$ cat src/rtl/uart_bridge_pkg.sv
// Shared constants for the UART command bridge: FSM state encoding and default opcodes.
`timescale 1ns/1ps
package uart_bridge_pkg;

  localparam logic [2:0] ST_IDLE       = 3'd0;
  localparam logic [2:0] ST_WR_ADDR    = 3'd1;
  localparam logic [2:0] ST_WR_DATA    = 3'd2;
  localparam logic [2:0] ST_RD_ADDR    = 3'd3;
  localparam logic [2:0] ST_RD_WAIT    = 3'd4;
  localparam logic [2:0] ST_TX_SEND    = 3'd5;
  localparam logic [2:0] ST_TX_WAIT_HI = 3'd6;
  localparam logic [2:0] ST_TX_WAIT_LO = 3'd7;

  localparam logic [7:0] DEF_CMD_WR   = 8'hAA;
  localparam logic [7:0] DEF_CMD_RD   = 8'hBB;
  localparam logic [7:0] DEF_ACK_BYTE = 8'h5A;

  // States in which an incomplete frame can be abandoned by the inter-byte timeout.
  function automatic logic is_timed(input logic [2:0] st);
    return (st == ST_WR_ADDR) || (st == ST_WR_DATA) ||
           (st == ST_RD_ADDR) || (st == ST_RD_WAIT);
  endfunction

endpackage

$ cat src/rtl/uart_bridge_tmr.sv
// Frame timeout counter: clears on clr, counts while en, flags expiry at TIMEOUT_CYC-1.
`timescale 1ns/1ps
module uart_bridge_tmr #(
  parameter int TIMEOUT_CYC = 1024
) (
  input  logic clk,
  input  logic rst,
  input  logic clr,
  input  logic en,
  output logic expired
);

  localparam int CW = (TIMEOUT_CYC > 2) ? $clog2(TIMEOUT_CYC) : 1;
  localparam logic [CW-1:0] LAST = CW'(TIMEOUT_CYC - 1);

  logic [CW-1:0] count;

  // Saturating up-counter so a stalled count never wraps back below LAST.
  always_ff @(posedge clk or posedge rst) begin
    if (rst) begin
      count <= '0;
    end else if (clr) begin
      count <= '0;
    end else if (en && (count != LAST)) begin
      count <= count + 1'b1;
    end
  end

  assign expired = en && (count == LAST);

endmodule

$ cat src/rtl/uart_reg_bridge.sv
// UART command-frame responder driving a register-file port.
// Optional write acknowledge byte enabled by macro UART_REG_BRIDGE_WR_ACK_EN.
`timescale 1ns/1ps
module uart_reg_bridge
  import uart_bridge_pkg::*;
#(
  parameter int         ADDR_WIDTH  = 4,
  parameter int         TIMEOUT_CYC = 1024,
  parameter logic [7:0] CMD_WR      = DEF_CMD_WR,
  parameter logic [7:0] CMD_RD      = DEF_CMD_RD,
  parameter logic [7:0] ACK_BYTE    = DEF_ACK_BYTE
) (
  input  logic                  CLK,
  input  logic                  RST,
  input  logic [7:0]            RX_P_DATA,
  input  logic                  RX_D_VLD,
  input  logic                  RX_ERR,
  output logic [7:0]            TX_P_DATA,
  output logic                  TX_D_VLD,
  input  logic                  TX_BUSY,
  output logic                  WrEn,
  output logic                  RdEn,
  output logic [ADDR_WIDTH-1:0] Address,
  output logic [7:0]            WrData,
  input  logic [7:0]            RdData,
  input  logic                  RdData_Valid,
  output logic                  Cmd_Error
);

  if (ADDR_WIDTH < 1 || ADDR_WIDTH > 8 || TIMEOUT_CYC < 2 || CMD_WR == CMD_RD ||
      ACK_BYTE == CMD_WR || ACK_BYTE == CMD_RD) begin : g_bad_cfg
    $error("uart_reg_bridge: inconsistent parameter set");
  end

`ifdef UART_REG_BRIDGE_WR_ACK_EN
  localparam logic [2:0] WR_DONE_STATE = ST_TX_SEND;
`else
  localparam logic [2:0] WR_DONE_STATE = ST_IDLE;
`endif

  logic [2:0] state;
  logic [2:0] next_state;
  logic       cmd_err_next;
  logic       byte_ok;
  logic       tmr_clr;
  logic       tmr_en;
  logic       tmr_expired;

  assign byte_ok = RX_D_VLD && !RX_ERR;
  assign tmr_en  = is_timed(state);
  assign tmr_clr = (next_state != state);

  uart_bridge_tmr #(.TIMEOUT_CYC(TIMEOUT_CYC)) u_tmr (
    .clk     (CLK),
    .rst     (RST),
    .clr     (tmr_clr),
    .en      (tmr_en),
    .expired (tmr_expired)
  );

  // Next-state and error decision; a byte arriving in the expiry cycle beats the timeout.
  always_comb begin
    next_state   = state;
    cmd_err_next = 1'b0;
    case (state)
      ST_IDLE: begin
        if (byte_ok && RX_P_DATA == CMD_WR) begin
          next_state = ST_WR_ADDR;
        end else if (byte_ok && RX_P_DATA == CMD_RD) begin
          next_state = ST_RD_ADDR;
        end else begin
          cmd_err_next = RX_D_VLD;
        end
      end
      ST_WR_ADDR, ST_WR_DATA, ST_RD_ADDR: begin
        if (RX_D_VLD && RX_ERR) begin
          next_state   = ST_IDLE;
          cmd_err_next = 1'b1;
        end else if (RX_D_VLD) begin
          if (state == ST_WR_ADDR) begin
            next_state = ST_WR_DATA;
          end else if (state == ST_RD_ADDR) begin
            next_state = ST_RD_WAIT;
          end else begin
            next_state = WR_DONE_STATE;
          end
        end else if (tmr_expired) begin
          next_state   = ST_IDLE;
          cmd_err_next = 1'b1;
        end else begin
          next_state = state;
        end
      end
      ST_RD_WAIT: begin
        cmd_err_next = RX_D_VLD;
        if (RdData_Valid) begin
          next_state = ST_TX_SEND;
        end else if (tmr_expired) begin
          next_state   = ST_IDLE;
          cmd_err_next = 1'b1;
        end else begin
          next_state = state;
        end
      end
      ST_TX_SEND: begin
        cmd_err_next = RX_D_VLD;
        next_state   = TX_BUSY ? ST_TX_SEND : ST_TX_WAIT_HI;
      end
      ST_TX_WAIT_HI: begin
        cmd_err_next = RX_D_VLD;
        next_state   = TX_BUSY ? ST_TX_WAIT_LO : ST_TX_WAIT_HI;
      end
      ST_TX_WAIT_LO: begin
        cmd_err_next = RX_D_VLD;
        next_state   = TX_BUSY ? ST_TX_WAIT_LO : ST_IDLE;
      end
      default: begin
        next_state   = ST_IDLE;
        cmd_err_next = 1'b0;
      end
    endcase
  end

  // State, strobes and datapath registers; Address/WrData/TX_P_DATA only change on a load.
  always_ff @(posedge CLK or posedge RST) begin
    if (RST) begin
      state     <= ST_IDLE;
      Cmd_Error <= 1'b0;
      WrEn      <= 1'b0;
      RdEn      <= 1'b0;
      Address   <= '0;
      WrData    <= 8'h00;
      TX_P_DATA <= 8'h00;
    end else begin
      state     <= next_state;
      Cmd_Error <= cmd_err_next;
      WrEn      <= byte_ok && (state == ST_WR_DATA);
      RdEn      <= byte_ok && (state == ST_RD_ADDR);
      if (byte_ok && (state == ST_WR_ADDR || state == ST_RD_ADDR)) begin
        Address <= RX_P_DATA[ADDR_WIDTH-1:0];
      end
      if (byte_ok && state == ST_WR_DATA) begin
        WrData <= RX_P_DATA;
      end
      if (state == ST_RD_WAIT && RdData_Valid) begin
        TX_P_DATA <= RdData;
      end
`ifdef UART_REG_BRIDGE_WR_ACK_EN
      else if (byte_ok && state == ST_WR_DATA) begin
        TX_P_DATA <= ACK_BYTE;
      end
`endif
    end
  end

  // Strobe combines with TX_BUSY so the byte goes out in the first idle transmitter cycle.
  assign TX_D_VLD = (state == ST_TX_SEND) && !TX_BUSY;

endmodule

$ cat config.mk
export PLATFORM = sky130hd
export DESIGN_NAME = uart_reg_bridge
export DESIGN_NICKNAME = d
export VERILOG_FILES = /design/src/rtl/uart_bridge_pkg.sv /design/src/rtl/uart_bridge_tmr.sv /design/src/rtl/uart_reg_bridge.sv
export SDC_FILE = /design/constraint.sdc
export NUM_CORES = 1
export LEC_CHECK = 0
export ABC_AREA = 1
export CORE_MARGIN = 4
export CORE_UTILIZATION = 25
export DETAILED_ROUTE_END_ITERATION = 12
export GPL_TIMING_DRIVEN = 0
export PLACE_DENSITY = 0.52
export RECOVER_POWER = 25
export SLEW_MARGIN = 10
export SYNTH_ARGS = -nofsm -noshare
export SYNTH_HDL_FRONTEND = slang
export SYNTH_HIERARCHICAL = 1
export SYNTH_SLANG_ARGS = --single-unit
export TNS_END_PERCENT = 10
$ cat constraint.sdc
create_clock -name CLK -period 2.1 [get_ports CLK]
set_input_delay 0.42 -clock CLK [delete_from_list [all_inputs] [get_ports CLK]]
set_output_delay 0.42 -clock CLK [all_outputs]
set_load 0.02 [all_outputs]
After elaboration in Yosys (flattened, before gate mapping)

Index checks and enable logic that the tools add are counted.

Input bits: 22
Flip-flop bits (word level): 36

$add $sub $neg: 1
Reductions and logical operators: 21
Equality and inequality tests: 12
Mux-type cells: 22

Operators by type and width:

| operator                | count |
|---|---|
| $mux W3                 | 9 |
| $mux W10                | 2 |
| $pmux W3 S6             | 1 |
| $eq A8 B8 Y1 const B    | 2 |
| $eq A3 B3 Y1 const B    | 4 |
| $logic_and A1 B1 Y1     | 11 |
| $add A10 B1 Y10 const B | 1 |
| $eq A10 B10 Y1 const B  | 1 |
| $ne A10 B10 Y1 const B  | 1 |
| $mux W1                 | 8 |
| $eq A3 B2 Y1 const B    | 2 |
| $reduce_or A3 Y1        | 2 |
| $logic_or A1 B1 Y1      | 4 |
| $pmux W1 S4             | 1 |
| $eq A3 B1 Y1 const B    | 1 |
| $logic_not A3 Y1        | 1 |
| $ne A3 B3 Y1            | 1 |
| $logic_not A1 Y1        | 2 |
| $mux W2                 | 1 |
| $reduce_bool A2 Y1      | 1 |

Logic depth before layout (Yosys ltp)

Word-level depth: 11
Depth in mapped cells: 20
Mapped depth without buffers: 20

Modules after synthesis

The synthesis kept the hierarchy.

Modules (own cells, without submodules):

| module          | area an instance (µm²) | seq. area each (µm²) | cells each | times used |
|---|---|---|---|---|
| uart_reg_bridge | 1308.8                 | 650.6                | 140        | 1 |
| uart_bridge_tmr | 670.6                  | 250.2                | 104        | 1 |

Worst setup path before layout

Ideal clock, no wire load.

Path kind: register to register
From: register state[0]
To: register u_tmr.count[0]
Period minus slack after synthesis: 2.212 ns
Required time: 1.983 ns
Data arrival time: 2.095 ns
Stages on the path, launching flop included: 20
Slack: -0.112 ns
Buffers on the path: 1
Cells stage by stage: dfrtp_1 nor2_1 inv_1 nor2_4 inv_1 nand2_1 inv_1 nor2_1 inv_1 nand2_1 a21oi_1 nand2_1 nand2_1 inv_1 nand3_1 nand4_1 clkinv_1 buf_4 nand3_1 nand2_1

Longest elaborated chain between the ends: 11
Elaborated cells on any way between the ends: 26

Ends and longest elaborated chain:

| element                                        | line                                         | RTL |
|---|---|---|
| from (decl)                                    | uart_reg_bridge.sv:41                        | `logic [2:0] state;` |
| from (signal assigned)                         | uart_reg_bridge.sv:135                       | `state <= next_state;` |
| $eq A3 B1 Y1 or $eq A3 B2 Y1 (tied branches)   | uart_bridge_pkg.sv:20                        | `return (st == ST_WR_ADDR) \|\| (st == ST_WR_DATA) \|\|` |
| $logic_or A1 B1 Y1 (2 in series)               | uart_bridge_pkg.sv:20                        |  |
| $logic_or A1 B1 Y1 *                           | uart_bridge_pkg.sv:21                        | `(st == ST_RD_ADDR) \|\| (st == ST_RD_WAIT);` |
| named net tmr_en                               | uart_reg_bridge.sv:46                        | `logic tmr_en;` |
| $logic_and A1 B1 Y1 *                          | uart_bridge_tmr.sv:29                        | `assign expired = en && (count == LAST);` |
| named net tmr_expired                          | uart_reg_bridge.sv:47                        | `logic tmr_expired;` |
| $mux W3 *                                      | uart_reg_bridge.sv:87, uart_reg_bridge.sv:98 |  |
| $mux W3                                        | uart_reg_bridge.sv:79                        | `end else if (RX_D_VLD) begin` |
| $mux W3                                        | uart_reg_bridge.sv:76                        | `if (RX_D_VLD && RX_ERR) begin` |
| $pmux W3 S6 *                                  | uart_reg_bridge.sv:65                        | `case (state)` |
| $ne A3 B3 Y1 *                                 | uart_reg_bridge.sv:51                        | `assign tmr_clr = (next_state != state);` |
| named net tmr_clr                              | uart_reg_bridge.sv:45                        | `logic tmr_clr;` |
| $mux W10 or $reduce_bool A2 Y1 (tied branches) | -                                            |  |
| to (signal assigned)                           | uart_bridge_tmr.sv:25                        | `count <= count + 1'b1;` |
| to (decl)                                      | uart_bridge_tmr.sv:16                        | `logic [CW-1:0] count;` |

Mark *: on every way through the listed nets, which the timed path passes. The rest lies on a longest branch.
A chain may end at the register's enable or synchronous reset.

Worst setup path in the final report

From: register u_tmr.count[1]
To: register u_tmr.count[5]

Longest elaborated chain between the ends: 8
Elaborated cells on any way between the ends: 14

Ends and longest elaborated chain:

| element                                        | line |
|---|---|
| $eq A10 B10 Y1 *                               | uart_bridge_tmr.sv:29 |
| $logic_and A1 B1 Y1 *                          | uart_bridge_tmr.sv:29 |
| named net tmr_expired                          | uart_reg_bridge.sv:47 |
| $mux W3 *                                      | uart_reg_bridge.sv:87, uart_reg_bridge.sv:98 |
| $mux W3                                        | uart_reg_bridge.sv:79 |
| $mux W3                                        | uart_reg_bridge.sv:76 |
| $pmux W3 S6 *                                  | uart_reg_bridge.sv:65 |
| $ne A3 B3 Y1 *                                 | uart_reg_bridge.sv:51 |
| named net tmr_clr                              | uart_reg_bridge.sv:45 |
| $mux W10 or $reduce_bool A2 Y1 (tied branches) | - |

Mark *: on every way through the listed nets, which the timed path passes. The rest lies on a longest branch. The select of a mux whose other input is x is not followed.

==> key figures <==
Global route
  • Largest net degree at the start of global routing: 27
  • Met1 GRT Util: 12.96%
  • GR Util met3: 2.668%
  • Vias in the first global route: 1698
  • Global-route wire length before repair: 7914 µm
  • Tot GR Track Use: 10.03%
  • GR Overflow Total: 0
  • Initial antenna violation count: 0
  • GR met2 Demand/Resource: 16.93%
  • GRT Max-Usage Layer: met2

Yosys
  • Sequential fraction of the synthesis area: 45.51%
  • Cell Area, Synth: 0.001979 mm²
  • XOR/XNOR Fraction of Synth Area: 0.4425%
  • Largest family of logic cells by synthesized area: simple AND/OR/NAND/NOR gates
  • Syn Nets: 267
  • Yosys reg bits: 36
  • Synthesized area per cell: between 8 and 9 µm²
  • Number of distinct library cells after synthesis: 25
  • Simple-Gate Fraction of Synth Area: 34.70%
  • Synth Instances: roughly 240
  • Yosys Warn Count: 6
  • Multiplexer area fraction after synthesis: 6.068%
  • Post-synthesis compound-gate area fraction: under 10%
  • Post-synthesis adder-cell area fraction: 0.6321%

Status
  • Status: finished, violations left
  • Failing checks: setup timing

Power and ir drop
  • Clock power frac: approximately 16%
  • Combinational share of power: 56.6%
  • Lkg Pwr: approximately 0.0014 µW
  • Switching Fraction: approximately 40%
  • Net Sw Power: 1559 µW
  • Internal power: 2328 µW
  • Peak supply drop: about 0.00054 V
  • Sequential share of power: between 20 and 30%
  • Power per cell area: 1379 mW/mm²

Place
  • GP Congestion: 0.7996
  • Pre-CTS WS: -0.4730 ns
  • Placed Cells: 391
  • DP Wirelength: 3411 µm
  • I/O Buffers: 45
  • Post-DP Area: 0.002560 mm²

Critical path
  • CP Data Required Time: 2.28 ns
  • CP arrival: 2.47 ns
  • Slowest CP cell: dfrtp_1
  • Slowest stage delay, CP: 0.36 ns
  • CP startpoint kind: register
  • Crit Path Max Fanout: 5
  • Crit end category: register
  • Crit Path Category: reg2reg
  • CP cell instances: ha_2 > nand2_4 > nor2_4 > nand3b_4 > nor2_4 > inv_2 > nand2_4 > nor3_2 > nor2_1 > buf_4 > nand4_1 > nand4_1 > clkinv_2 > buf_4 > nand2_1 > nor2_1 > nand2_1 > nand2_1
  • CP most frequent cell: nand2_1

Drt
  • Post-DRT Antenna Nets: 0
  • DRC Markers: 0
  • DRT Wirelength: around 4700 µm
  • Drt first pass iters: 4
  • Wire per inst: 11.36 µm
  • Via Count: 1758
  • Initial DRC count: 102
  • Via/cell ratio: 4.288

Timing
  • Fmax: 436.9 MHz
  • Slew Limit Headroom: 34.21%
  • Crit share post-route: 109.0%
  • Final Max Tran Viols: 0
  • Worst Hold Slack: approximately 0.48 ns
  • Final setup fails: 10
  • Worst Slack Setup Final: -0.1891 ns
  • Final hold violation count: 0
  • RSZ-0062 raised after global routing: yes
  • Layout Skew: 0.003516 ns
  • Final TNS setup: -1.633 ns
  • Slew at the pin with the worst max-slew slack: ~0.99 ns
  • Fin crit period: about 2.3 ns

Floorplan
  • Rows: 32
  • Core Area: ~0.0077 mm²
  • Die W: 96.98 µm
  • Die ar.: 0.009405 mm²
  • Io pins: between 40 and 50
  • Die Ht: ~97 µm
  • Effective utilization at floorplan: 25.62%

Clocking
  • Clock slew at reported path FFs: 0.07 ns
  • CTS tree: yes
  • Clk sinks: 36
  • H-tree level count: 2
  • CTS root buf: clkbuf_8
  • Clk Latency, worst-skew pair: 0.28 ns
  • Clk buf depth: 2
  • CTS Buf Count: 5

Cells and area
  • Layout cells sized above 1: 24.03%
  • Diodes inserted: 0
  • Commonest non-fill, non-tap cell in the layout: nand2_1
  • Area Overhead vs Synth: 42.41%
  • Cell area after layout: about 0.0028 mm²
  • Net count, final: 330
  • Commonest non-fill, non-tap cells in the layout: nand2_1 (71), clkdlybuf4s50_1 (43), dfrtp_1 (34)
  • Post-Layout Cell Count: 410

Run
  • Max-cap violations: 0

Hold path
  • Hold Crit Class: reg2reg
-- stage by stage --
step / util, % / total power, µW
3_3_place_gp: 33.13 / 2943
5_1_grt: 36.48 / 4161
3_5_place_dp: 33.13 / 2970
4_1_cts: 35.64 / 3821
2_1_floorplan: - / 2280
6_report: 36.48 / 3886
-- state kept, by name (all words and copies together) (netlist names) --
signal / count
Cmd_Error: 1
TX_P_DATA: 8
u_tmr/count: 10
Address: 4
WrEn: 1
WrData: 8
RdEn: 1
state: 3
-- cell families (layout without fill, tap and decap cells) --
| logic type | after synthesis | count (layout) |
|---|---|---|
| and+or+nand+nor | 149 | 149 |
| DFF | 36 | 36 |
| buffers and inverters | 35 | 99 |
| AOI/OAI and AO/OA | 14 | 14 |
| muxes | 8 | 8 |
| adders and majority gates | 1 | 1 |
| xor gates and xnor gates | 1 | 1 |
-- worst paths after layout --
path | startpoint | end | slack (ns) | cells after the start
worst max-delay path | u_tmr/count[1]$_DFFE_PP0P_ | u_tmr/count[5]$_DFFE_PP0P_ | -0.19 | 18
worst min-delay path | WrData[6]$_DFFE_PP0P_ | WrData[6]$_DFFE_PP0P_ | 0.48 | 2
worst max register to register | u_tmr/count[1]$_DFFE_PP0P_ | u_tmr/count[5]$_DFFE_PP0P_ | -0.19 | 18
worst min register to register | WrData[6]$_DFFE_PP0P_ | WrData[6]$_DFFE_PP0P_ | 0.48 | 2
max in group asynchronous | RST | state[1]$_DFF_PP0_ | 0.60 | 2
min in group asynchronous | RST | u_tmr/count[4]$_DFFE_PP0P_ | 0.58 | 2
-- power groups by stage --
stage | sequential, µW | combinational (µW) | clock, µW
floorplan | 1350 | 932 | 0
global placement | 1120 | 1830 | 0
detailed placement | 1120 | 1850 | 0
CTS | 1090 | 2110 | 627
global route | 1110 | 2390 | 659
finish | 1080 | 2200 | 605
-- area by class of cell --
cell class,instances,area [µm²]
multi-input combinational,173,980.9
fill,799,4908
sequential,36,903.4
tap,102,127.6
buffer,4,41.29
clock inverter,2,35.03
timing repair buffer,56,540.5
inverter,31,117.6
clock buffer,6,72.57
-- what timing repair did --
item,in CTS,in global routing
setup endpoints to repair,11,11
gates cloned,0,0
buffers inserted,9,2
hold buffers,0,0
gates resized for setup,9,18
pin swaps,3,13
-- cells in the mapped netlist --
cell type	n	area [µm²]
a21oi_1	2	10.01
and2_1	1	6.260
buf_4	2	15.01
buf_6	2	22.52
clkinv_1	1	3.750
dfrtp_1	36	900.9
ha_1	1	12.51
inv_1	24	90.09
inv_2	6	22.52
mux2_4	8	120.1
nand2_1	76	285.3
nand2_2	4	25.02
nand2_4	2	22.52
nand3_1	25	125.1
nand3b_2	1	11.26
nand4_1	5	31.28
nor2_1	27	101.4
nor2_2	2	12.51
nor2_4	4	45.04
nor3_1	1	5.000
nor3_4	1	16.27
o21ai_0	5	25.02
o21ai_2	6	52.55
o221ai_1	1	8.760
xnor2_1	1	8.760
-- routing by layer --
metal  routed length (µm)  part of all wire (%)  vias up
met2                 2275                    49       42
met1                 2136                    46      810
met3                  208                   4.5        5
li1                     -                     -      901
met5                    0                     0        -
met4                   38                  0.82        0
-- critical path: cells and delay by family, from the launching register on --
kind,cells,cell delay [ns]
adders and majority gates,1,0.21
buffers and inverters,4,0.48
DFF,1,0.36
and+or+nand+nor,13,1.14
Note: power is estimated with default switching activity, not from simulation.
